--- config.mk ---
export PLATFORM = sky130hd
export DESIGN_NAME = inst_fetch_bus
export DESIGN_NICKNAME = d
export VERILOG_FILES = /design/src/rtl/inst_fetch_bus.sv
export SDC_FILE = /design/constraint.sdc
export NUM_CORES = 1
export LEC_CHECK = 0
export BUFFER_PORTS_ARGS = -buffer_cell sky130_fd_sc_hd__buf_2
export CORE_MARGIN = 4
export CORE_UTILIZATION = 37
export CTS_BUF_LIST = sky130_fd_sc_hd__clkbuf_2
export CTS_CLUSTER_SIZE = 20
export DETAILED_ROUTE_END_ITERATION = 8
export GPL_TIMING_DRIVEN = 0
export HOLD_SLACK_MARGIN = 0.06
export PLACE_DENSITY = 0.65
export SYNTH_ARGS = -nofsm -noshare
export SYNTH_HDL_FRONTEND = slang
export SYNTH_SLANG_ARGS = --single-unit
--- constraint.sdc ---
create_clock -name clock -period 2.8 [get_ports clock]
set_clock_uncertainty 0.15 [all_clocks]
set_input_delay 0.56 -clock clock [delete_from_list [all_inputs] [get_ports clock]]
set_output_delay 0.56 -clock clock [all_outputs]
set_load 0.005 [all_outputs]
--- src/rtl/inst_fetch_bus.sv ---
// Instruction-side bus master: issues one read per PC, returns the word to IF/ID
// and holds a captured word while the pipeline is stalled downstream.
module inst_fetch_bus #(
    parameter int STARTUP_CYCLES = 4,
    parameter int CNT_WIDTH      = 32
) (
    input  logic                 clock,
    input  logic                 reset,
    input  logic [31:0]          IF_PC,
    input  logic                 ID_Hold,
    input  logic [31:0]          InstMem_In,
    input  logic                 InstMem_Ready,
    output logic [29:0]          InstMem_Address,
    output logic                 InstMem_Read,
    output logic [31:0]          IF_Instruction,
    output logic                 Inst_Stall,
    output logic                 Startup_Stall,
    output logic [CNT_WIDTH-1:0] Inst_Stall_Count
);

    typedef enum logic [1:0] {
        ST_STARTUP = 2'd0,
        ST_WAIT    = 2'd1,
        ST_HELD    = 2'd2
    } state_t;

    localparam int SC_W = (STARTUP_CYCLES > 1) ? $clog2(STARTUP_CYCLES) : 1;
    localparam logic [SC_W-1:0] STARTUP_LAST =
        SC_W'((STARTUP_CYCLES > 0) ? (STARTUP_CYCLES - 1) : 0);
    localparam logic [CNT_WIDTH-1:0] CNT_MAX = '1;

    state_t                 state_reg;
    state_t                 reset_state;
    logic [SC_W-1:0]        startup_cnt_reg;
    logic [31:0]            buffer_reg;
    logic [CNT_WIDTH-1:0]   stall_cnt_reg;

    logic                   in_startup;
    logic                   in_wait;
    logic                   in_held;
    logic                   wait_ack;

    // With no startup interval the block comes out of reset already fetching.
    generate
        if (STARTUP_CYCLES == 0) begin : g_no_startup
            assign reset_state = ST_WAIT;
        end else begin : g_startup
            assign reset_state = ST_STARTUP;
        end
    endgenerate

    assign in_startup = (state_reg == ST_STARTUP);
    assign in_wait    = (state_reg == ST_WAIT);
    assign in_held    = (state_reg == ST_HELD);
    assign wait_ack   = in_wait & InstMem_Ready;

    always_ff @(posedge clock) begin
        if (reset) begin
            state_reg       <= reset_state;
            startup_cnt_reg <= '0;
            buffer_reg      <= '0;
            stall_cnt_reg   <= '0;
        end else begin
            case (state_reg)
                ST_STARTUP: begin
                    startup_cnt_reg <= startup_cnt_reg + 1'b1;
                    if (startup_cnt_reg == STARTUP_LAST) begin
                        state_reg <= ST_WAIT;
                    end
                end
                ST_WAIT: begin
                    if (InstMem_Ready) begin
                        // A word arriving under a downstream hold is parked so the
                        // read is not repeated once the hold clears.
                        if (ID_Hold) begin
                            buffer_reg <= InstMem_In;
                            state_reg  <= ST_HELD;
                        end
                    end else if (stall_cnt_reg != CNT_MAX) begin
                        stall_cnt_reg <= stall_cnt_reg + 1'b1;
                    end
                end
                ST_HELD: begin
                    if (!ID_Hold) begin
                        state_reg <= ST_WAIT;
                    end
                end
                default: begin
                    state_reg <= reset_state;
                end
            endcase
        end
    end

    assign InstMem_Address  = IF_PC[31:2];
    assign InstMem_Read     = in_wait;
    assign Inst_Stall       = in_wait & ~InstMem_Ready;
    assign Startup_Stall    = in_startup;
    assign Inst_Stall_Count = stall_cnt_reg;

    always_comb begin
        IF_Instruction = '0;
        if (wait_ack) begin
            IF_Instruction = InstMem_In;
        end else if (in_wait || in_held) begin
            IF_Instruction = buffer_reg;
        end
    end

`ifndef SYNTHESIS
    a_stall_exclusive: assert property (@(posedge clock) disable iff (reset)
        !(Startup_Stall && Inst_Stall));

    a_pc_aligned: assert property (@(posedge clock) disable iff (reset)
        InstMem_Read |-> (IF_PC[1:0] == 2'b00));
`endif

endmodule

==> results of run 1 <==
worst register-to-register path, delay by kind of cell (launching register included):
| kind | cells | cell delay [ns] |
|---|---|---|
| DFF | 1 | 0.45 |
| adders and majority gates | 1 | 0.19 |
| muxes | 1 | 0.37 |
| AOI/OAI and AO/OA | 1 | 0.41 |
| buffers and inverters | 1 | 0.24 |
| and+or+nand+nor | 3 | 0.64 |
layer usage:
| metal | part of all wire | up-vias | wire (um) | track usage |
|---|---|---|---|---|
| li1 | - | 1984 | - | - |
| met1 | 0.43 | 1833 | 4560 | 0.228 |
| met2 | 0.48 | 143 | 5100 | 0.301 |
| met3 | 0.075 | 12 | 795 | 0.0464 |
| met4 | 0.010 | 0 | 108 | 0.0502 |
| met5 | 0 | - | 0 | 0 |
logic make-up (layout without fill, tap and decap cells):
group           count (synthesis)  count (layout)  synth area share
compound gates                117             117             0.174
simple gates                  228             228             0.292
fa+ha+maj                       6               6            0.0207
flops                          68              68             0.375
mux                             3               3           0.00861
xor+xnor                        9               9            0.0217
buf+inv                        70             222             0.108
power groups by stage:
stage               Sequential [uW]  Clock (uW)  Combinational [uW]
floorplan                      1070           0                 443
global placement               1070           0                 695
detailed placement             1070           0                 714
CTS                            1060         594                 776
global route                   1070         642                 897
finish                         1060         573                 803
area by class of cell:
class | count | area, um2 | share of cell area
Multi-Input combinational cell | 363 | 1900 | 0.405
Sequential cell | 68 | 1370 | 0.292
Timing Repair Buffer | 136 | 701 | 0.150
Buffer | 63 | 423 | 0.0904
Tap cell | 129 | 161 | 0.0345
Clock buffer | 11 | 55.1 | 0.0118
Clock inverter | 5 | 52.6 | 0.0112
Inverter | 7 | 26.3 | 0.00561
cell usage in the layout, fill, tap and decap left out, types with 2 or more instances in the layout:
| cell type | synthesis | final |
|---|---|---|
| a2111oi_0 | 2 | 2 |
| a21oi_1 | 54 | 54 |
| and2_1 | 2 | 2 |
| and3_1 | 5 | 5 |
| and4_1 | 4 | 4 |
| buf_2 | 2 | 133 |
| buf_4 | 32 | 38 |
| buf_6 | 1 | 3 |
| clkbuf_1 | 27 | 16 |
| clkbuf_2 | 0 | 13 |
| clkbuf_8 | 0 | 2 |
| clkinv_2 | 0 | 3 |
| dfxtp_1 | 68 | 66 |
| dlygate4sd3_1 | 0 | 3 |
| ha_1 | 6 | 4 |
| inv_1 | 7 | 6 |
| mux2i_1 | 2 | 2 |
| nand2_1 | 141 | 141 |
| nand3_1 | 9 | 9 |
| nand3b_1 | 2 | 2 |
| nand4_1 | 14 | 14 |
| nor2_1 | 13 | 13 |
| nor2b_1 | 2 | 2 |
| nor4_1 | 7 | 7 |
| o21ai_0 | 42 | 29 |
| o21ai_1 | 8 | 21 |
| o31ai_1 | 4 | 4 |
| or3_1 | 19 | 19 |
| or4_1 | 5 | 5 |
| xnor2_1 | 8 | 8 |
repair_timing:
item,in CTS,in global routing
gates resized for setup,26,27
setup buffers,1,1
setup endpoints to repair,33,33
hold buffers,3,0
hold endpoints to repair,3,0
pin swaps,0,1
synth_stat cells, types with 6 or more instances:
library cell,n
o21ai_1,8
nor4_1,7
nor2_1,13
inv_1,7
nand3_1,9
nand2_1,141
a21oi_1,54
clkbuf_1,27
xnor2_1,8
nand4_1,14
o21ai_0,42
dfxtp_1,68
ha_1,6
buf_4,32
or3_1,19
worst max-delay path by stage:
stage / startpoint / end / cells after the start
5_1_grt: state_reg[0]$_SDFFE_PP0P_ / IF_Instruction[5] / 6
3_5_place_dp: state_reg[1]$_SDFFE_PP0P_ / IF_Instruction[22] / 8
2_1_floorplan: Inst_Stall_Count[0]$_SDFFE_PP0P_ / Inst_Stall_Count[30]$_SDFFE_PP0P_ / 7
4_1_cts: state_reg[0]$_SDFFE_PP0P_ / IF_Instruction[1] / 6
3_3_place_gp: state_reg[1]$_SDFFE_PP0P_ / IF_Instruction[1] / 8
6_report: state_reg[0]$_SDFFE_PP0P_ / IF_Instruction[29] / 6
metrics by stage:
step | worst slack, ns | hold WS, ns | cell area, um2 | total power, uW
floorplan | 0.610 | 0.287 | 3630 | 1510
finish | 0.160 | 0.121 | 4680 | 2440
detailed placement | 0.122 | 0.297 | 4450 | 1790
CTS | 0.00585 | 0.0625 | 4660 | 2430
global placement | 0.149 | 0.292 | 4450 | 1770
global route | -0.0146 | 0.0601 | 4680 | 2610
==> results by group, run 1 <==
STA
  – Worst-Margin Slew: roughly 0.94 ns
  – Endpoints failing setup: 0
  – Final setup TNS: 0 ns
  – Fmax: 379 MHz
  – Max-slew headroom: 0.369
  – Min cycle time layout: roughly 2.6 ns
  – Final period util: 0.943
  – Unrepaired setup endpoints after global routing: true
  – Max Slew Vio Count: 0
  – Count of final hold-check violations: 0

Power
  – P_leak: between 0.0015 and 0.002 uW
  – Internal: 1590 uW
  – Comb power frac: 0.329
  – Clock power frac: 0.235
  – Power share of the sequential group: 0.436
  – Worst VDD drop: 0.236 mV
  – Sw power: 851 uW
  – Net Sw Frac: 0.349
  – PwrDens: about 520 mW/mm2

Clock tree
  – CTS Root Buffer Type: clkbuf_2
  – Clock Sinks: a little under 70
  – Num CTS Buffers: 9
  – H-tree levels: 3
  – Worst-path clk slew: 0.20 ns
  – CTS tree: built
  – Clock Path Buffers: 2
  – Clock Latency Late Sink: around 0.50 ns

Routing
  – Drt drc: 0
  – Via count: between 3,000 and 4,000
  – Via density: a little over 5
  – Drt first-iter violations: between 150 and 200
  – WL final: 10.6 mm
  – WL/cell: around 14 um
  – Initial DRT Pass Iterations: 5
  – Antenna Nets Post-Route: 0

Layout
  – Diode count: 0
  – Share of layout cells above drive strength 1: 0.317
  – Finished Core Util: 0.497
  – Fill cells: about 980
  – NumNets Final: just over 700
  – Area delta synth->final: 28.8%
  – Layout Cells excl Fill: 782

Logic synthesis
  – Post-synthesis cell area: ~0.0036 mm2
  – Top FF cell, synth: dfxtp_1
  – Top post-synthesis cells by area: dfxtp_1 (37%), nand2_1 (15%), a21oi_1 (7.4%)
  – Post-synth ARST share: 0
  – Synthesized netlist cell count: 501
  – Synth Area per Inst: just over 7 um2
  – Ys Warns: 0
  – Netlist cell types: 41
  – Synthesized flop and latch total: 68
  – Yosys top cell area share: 0.375
  – Post-synthesis sequential area ratio: 0.375
  – Yosys top cell by area: dfxtp_1
  – Post-synth EDFFs: 0
  – Syn nets: ~580

Die
  – # rows: 35
  – Die H: ~110 um
  – Starting Density: 0.386
  – Core area: ~0.0094 mm2
  – Top-Level Pins: ~170
  – DIE AREA: around 0.011 mm2
  – Chip width: roughly 110 um

Setup path
  – Reg2reg start: Inst_Stall_Count[0]$_SDFFE_PP0P_
  – Crit path launch type: register
  – R2r endpoint: Inst_Stall_Count[30]$_SDFFE_PP0P_
  – R2R Setup Slk: 0.29 ns
  – CP Max Fanout: 10
  – CP Class: register to primary output
  – Worst setup EP type: primary output
  – CP Data Required Time: 2.09 ns
  – Crit-path slowest cell: dfxtp_4
  – CP Cell Sequence: inv_1 -> ha_2 -> buf_4 -> nand2_1 -> o21ai_0 -> buf_2
  – Largest stage delay, worst path: between 0.4 and 0.5 ns
  – Critical Path AT: 1.93 ns
  – Buf+Inv Stages, Crit Path: 3
  – CP delay by family, top: flip-flops
  – Worst Reg-to-Reg Cells: 7

Min path
  – Hold crit path type: primary input to register
  – WHS Path Cells: 3
  – Worst Hold End: buffer_reg[7]$_SDFFE_PP0P_
  – HP Start: InstMem_In[7]

Placement
  – IO Port Bufs: between 100 and 150
  – HPWL Detailed: 7.79 mm
  – RePlAce Congestion: 0.818
  – Placed Cells: roughly 760

GRT
  – Number of global-route vias before repair: around 3,700
  – Tot GR Track Use: 0.180
  – Initial antenna violation count: 0
  – Grt ovf: 0
  – Largest net degree at the start of global routing: 12
  – First-pass GRT wire length: roughly 17 mm

Status
  – Outcome: completed

Run
  – Max cap viols: 0
No activity file was read; power rests on OpenSTA's default activity.
==> run 2, diff against run 1 <==
--- a/config.mk
+++ b/config.mk
@@ -11,7 +11,6 @@
 export CTS_BUF_LIST = sky130_fd_sc_hd__clkbuf_2
 export CTS_CLUSTER_SIZE = 20
 export DETAILED_ROUTE_END_ITERATION = 8
-export GPL_TIMING_DRIVEN = 0
 export HOLD_SLACK_MARGIN = 0.06
 export PLACE_DENSITY = 0.65
 export SYNTH_ARGS = -nofsm -noshare
==> results by group, run 2 (same netlist as run 1, synthesis figures left out) <==
STA
  – Final period util: 0.937 (-0.00583)
  – Worst-Margin Slew: 0.524 ns (-0.414 ns)
  – Fmax: 381 MHz (+0.62%)
  – Endpoints failing setup: 0 (unchanged)
  – Final setup TNS: 0 ns (unchanged)
  – Final setup margin: 0.177 ns (+0.0163 ns)
  – Min cycle time layout: 2.62 ns (-0.0163 ns)
  – Max-slew headroom: 0.642 (+0.273)
  – Count of final hold-check violations: 0 (unchanged)
  – Max Slew Vio Count: 0 (unchanged)

Clock tree
  – CTS Root Buffer Type: clkbuf_2
  – Worst-path clk slew: 0.21 ns (about the same)
  – Num CTS Buffers: 9 (unchanged)
  – Clock Path Buffers: 2 (unchanged)
  – Clock Sinks: 68 (unchanged)
  – Clock Latency Late Sink: 0.50 ns (about the same)
  – CTS tree: built
  – H-tree levels: 3 (unchanged)
  – Hold buffers post-CTS: 0 (-3)

Setup path
  – CP Cell Sequence: inv_1 -> ha_1 -> buf_12 -> nand2_1 -> o21ai_0 -> buf_2
  – Buf+Inv Stages, Crit Path: 3 (unchanged)
  – Largest stage delay, worst path: 0.42 ns (about the same)
  – Crit-path slowest cell: dfxtp_2
  – Crit path launch type: register
  – CP Max Fanout: 32 (+22)
  – Critical Path AT: 1.91 ns (-0.02 ns)
  – Worst setup EP type: primary output
  – CP Data Required Time: 2.09 ns (about the same)
  – CP Class: register to primary output
  – CP delay by family, top: buffers and inverters

Die
  – Chip width: 107 um (unchanged)
  – Top-Level Pins: 165 (unchanged)
  – DIE AREA: 0.0115 mm2 (unchanged)
  – Core area: 0.00942 mm2 (unchanged)
  – Die H: 107 um (unchanged)
  – Starting Density: 0.386 (unchanged)
  – # rows: 35 (unchanged)

Placement
  – Pre-CTS setup slack: 0.375 ns (+0.253 ns)
  – HPWL Detailed: 6.26 mm (-20%)
  – RePlAce Congestion: 0.775 (-5.3%)
  – IO Port Bufs: 102 (-22%)
  – Placed Cells: 680 (-11%)

Routing
  – Initial DRT Pass Iterations: 5 (unchanged)
  – Drt drc: 0 (unchanged)
  – Drt first-iter violations: 158 (-16%)
  – WL final: 9.03 mm (-15%)
  – Via count: 3,584 (-9.8%)
  – Via density: 5.14 (+1.2%)
  – WL/cell: 13.0 um (-4.2%)
  – Antenna Nets Post-Route: 0 (unchanged)

GRT
  – Tot GR Track Use: 0.157 (-0.0223)
  – Largest net degree at the start of global routing: 48 (+36)
  – First-pass GRT wire length: 15.0 mm (-13%)
  – Grt ovf: 0 (unchanged)
  – Number of global-route vias before repair: 3,289 (-10%)
  – Initial antenna violation count: 0 (unchanged)

Layout
  – Most frequent cells in the layout: nand2_1 (141), buf_2 (102), dfxtp_1 (66), a21oi_1 (54), o21ai_0 (42)
  – Share of layout cells above drive strength 1: 0.248 (-0.0688)
  – Diode count: 0 (unchanged)
  – Finished Core Util: 0.451 (-0.0460)
  – Layout Cells excl Fill: 697 (-11%)
  – Area delta synth->final: 16.9%
  – Most common cell after layout, fill and taps aside: nand2_1
  – NumNets Final: 637 (-12%)

Status
  – Outcome: completed

Power
  – PwrDens: 593 mW/mm2 (+14%)
  – P_leak: 0.00165 uW (-15%)
  – Worst VDD drop: 0.364 mV (+54%)

Min path
  – Hold crit path type: primary input to register

Run
  – Max cap viols: 0 (unchanged)
[run 2: changes by cell type in the layout (fill, tap and decap cells not counted), sizes merged]
cell         previous run  this run
buf                   175       114
bufinv                  1         3
clkbuf                 32        10
clkinvlp                1         0
dlygate4sd3             3         0
[run 2: path summary, 6_finish.rpt]
check / endpoint / slack, ns / start / cells past startpoint
worst max-delay path: IF_Instruction[28] / 0.18 / state_reg[0]$_SDFFE_PP0P_ / 6
worst min-delay path: buffer_reg[17]$_SDFFE_PP0P_ / 0.12 / InstMem_In[17] / 3
worst max register to register: Inst_Stall_Count[30]$_SDFFE_PP0P_ / 0.47 / Inst_Stall_Count[0]$_SDFFE_PP0P_ / 6
worst min register to register: buffer_reg[4]$_SDFFE_PP0P_ / 0.32 / buffer_reg[4]$_SDFFE_PP0P_ / 2
[run 2: power breakdown]
part / internal (uW) / switching [uW]
clock network: 391 / 380
registers: 1020 / 37.8
logic: 281 / 407
[run 2: worst reg2reg max path: cells and delay by family, from the launching register on]
| kind | cells | cell delay [ns] |
|---|---|---|
| muxes | 1 | 0.36 |
| and+or+nand+nor | 3 | 0.72 |
| DFF | 1 | 0.45 |
| AOI/OAI and AO/OA | 1 | 0.38 |
| adders and majority gates | 1 | 0.19 |
[run 2: layer usage]
layer / global-route usage / vias up / wire length, um
li1: - / 1818 / -
met1: 0.190 / 1646 / 4070
met2: 0.264 / 103 / 4170
met3: 0.0500 / 17 / 675
met4: 0.0511 / 0 / 112
met5: 0 / - / 0
[run 2: area by class of cell]
cell class	instances	area, um2
multi-input cells	363	1900
clock buffers	10	50.0
fillers	954	5170
well taps	129	161
inverters	7	26.3
flip-flops and latches	68	1360
repair buffers	114	638
clock inverters	6	113
[run 2: per-stage QoR]
stage	cell area, um2	total power (uW)	hold slack, ns
detailed placement	4050	1720	0.298
global route	4250	2680	0.0684
floorplan	3630	1510	0.287
finish	4250	2520	0.116
global placement	4050	1700	0.292
CTS	4230	2520	0.0710
[run 2: what timing repair did]
item	in CTS	in global routing
endpoints found under the setup margin	24	21
pin swaps	1	0
hold endpoints to repair	0	0
gates resized for setup	3	5
buffers inserted	1	0
cloned	0	0
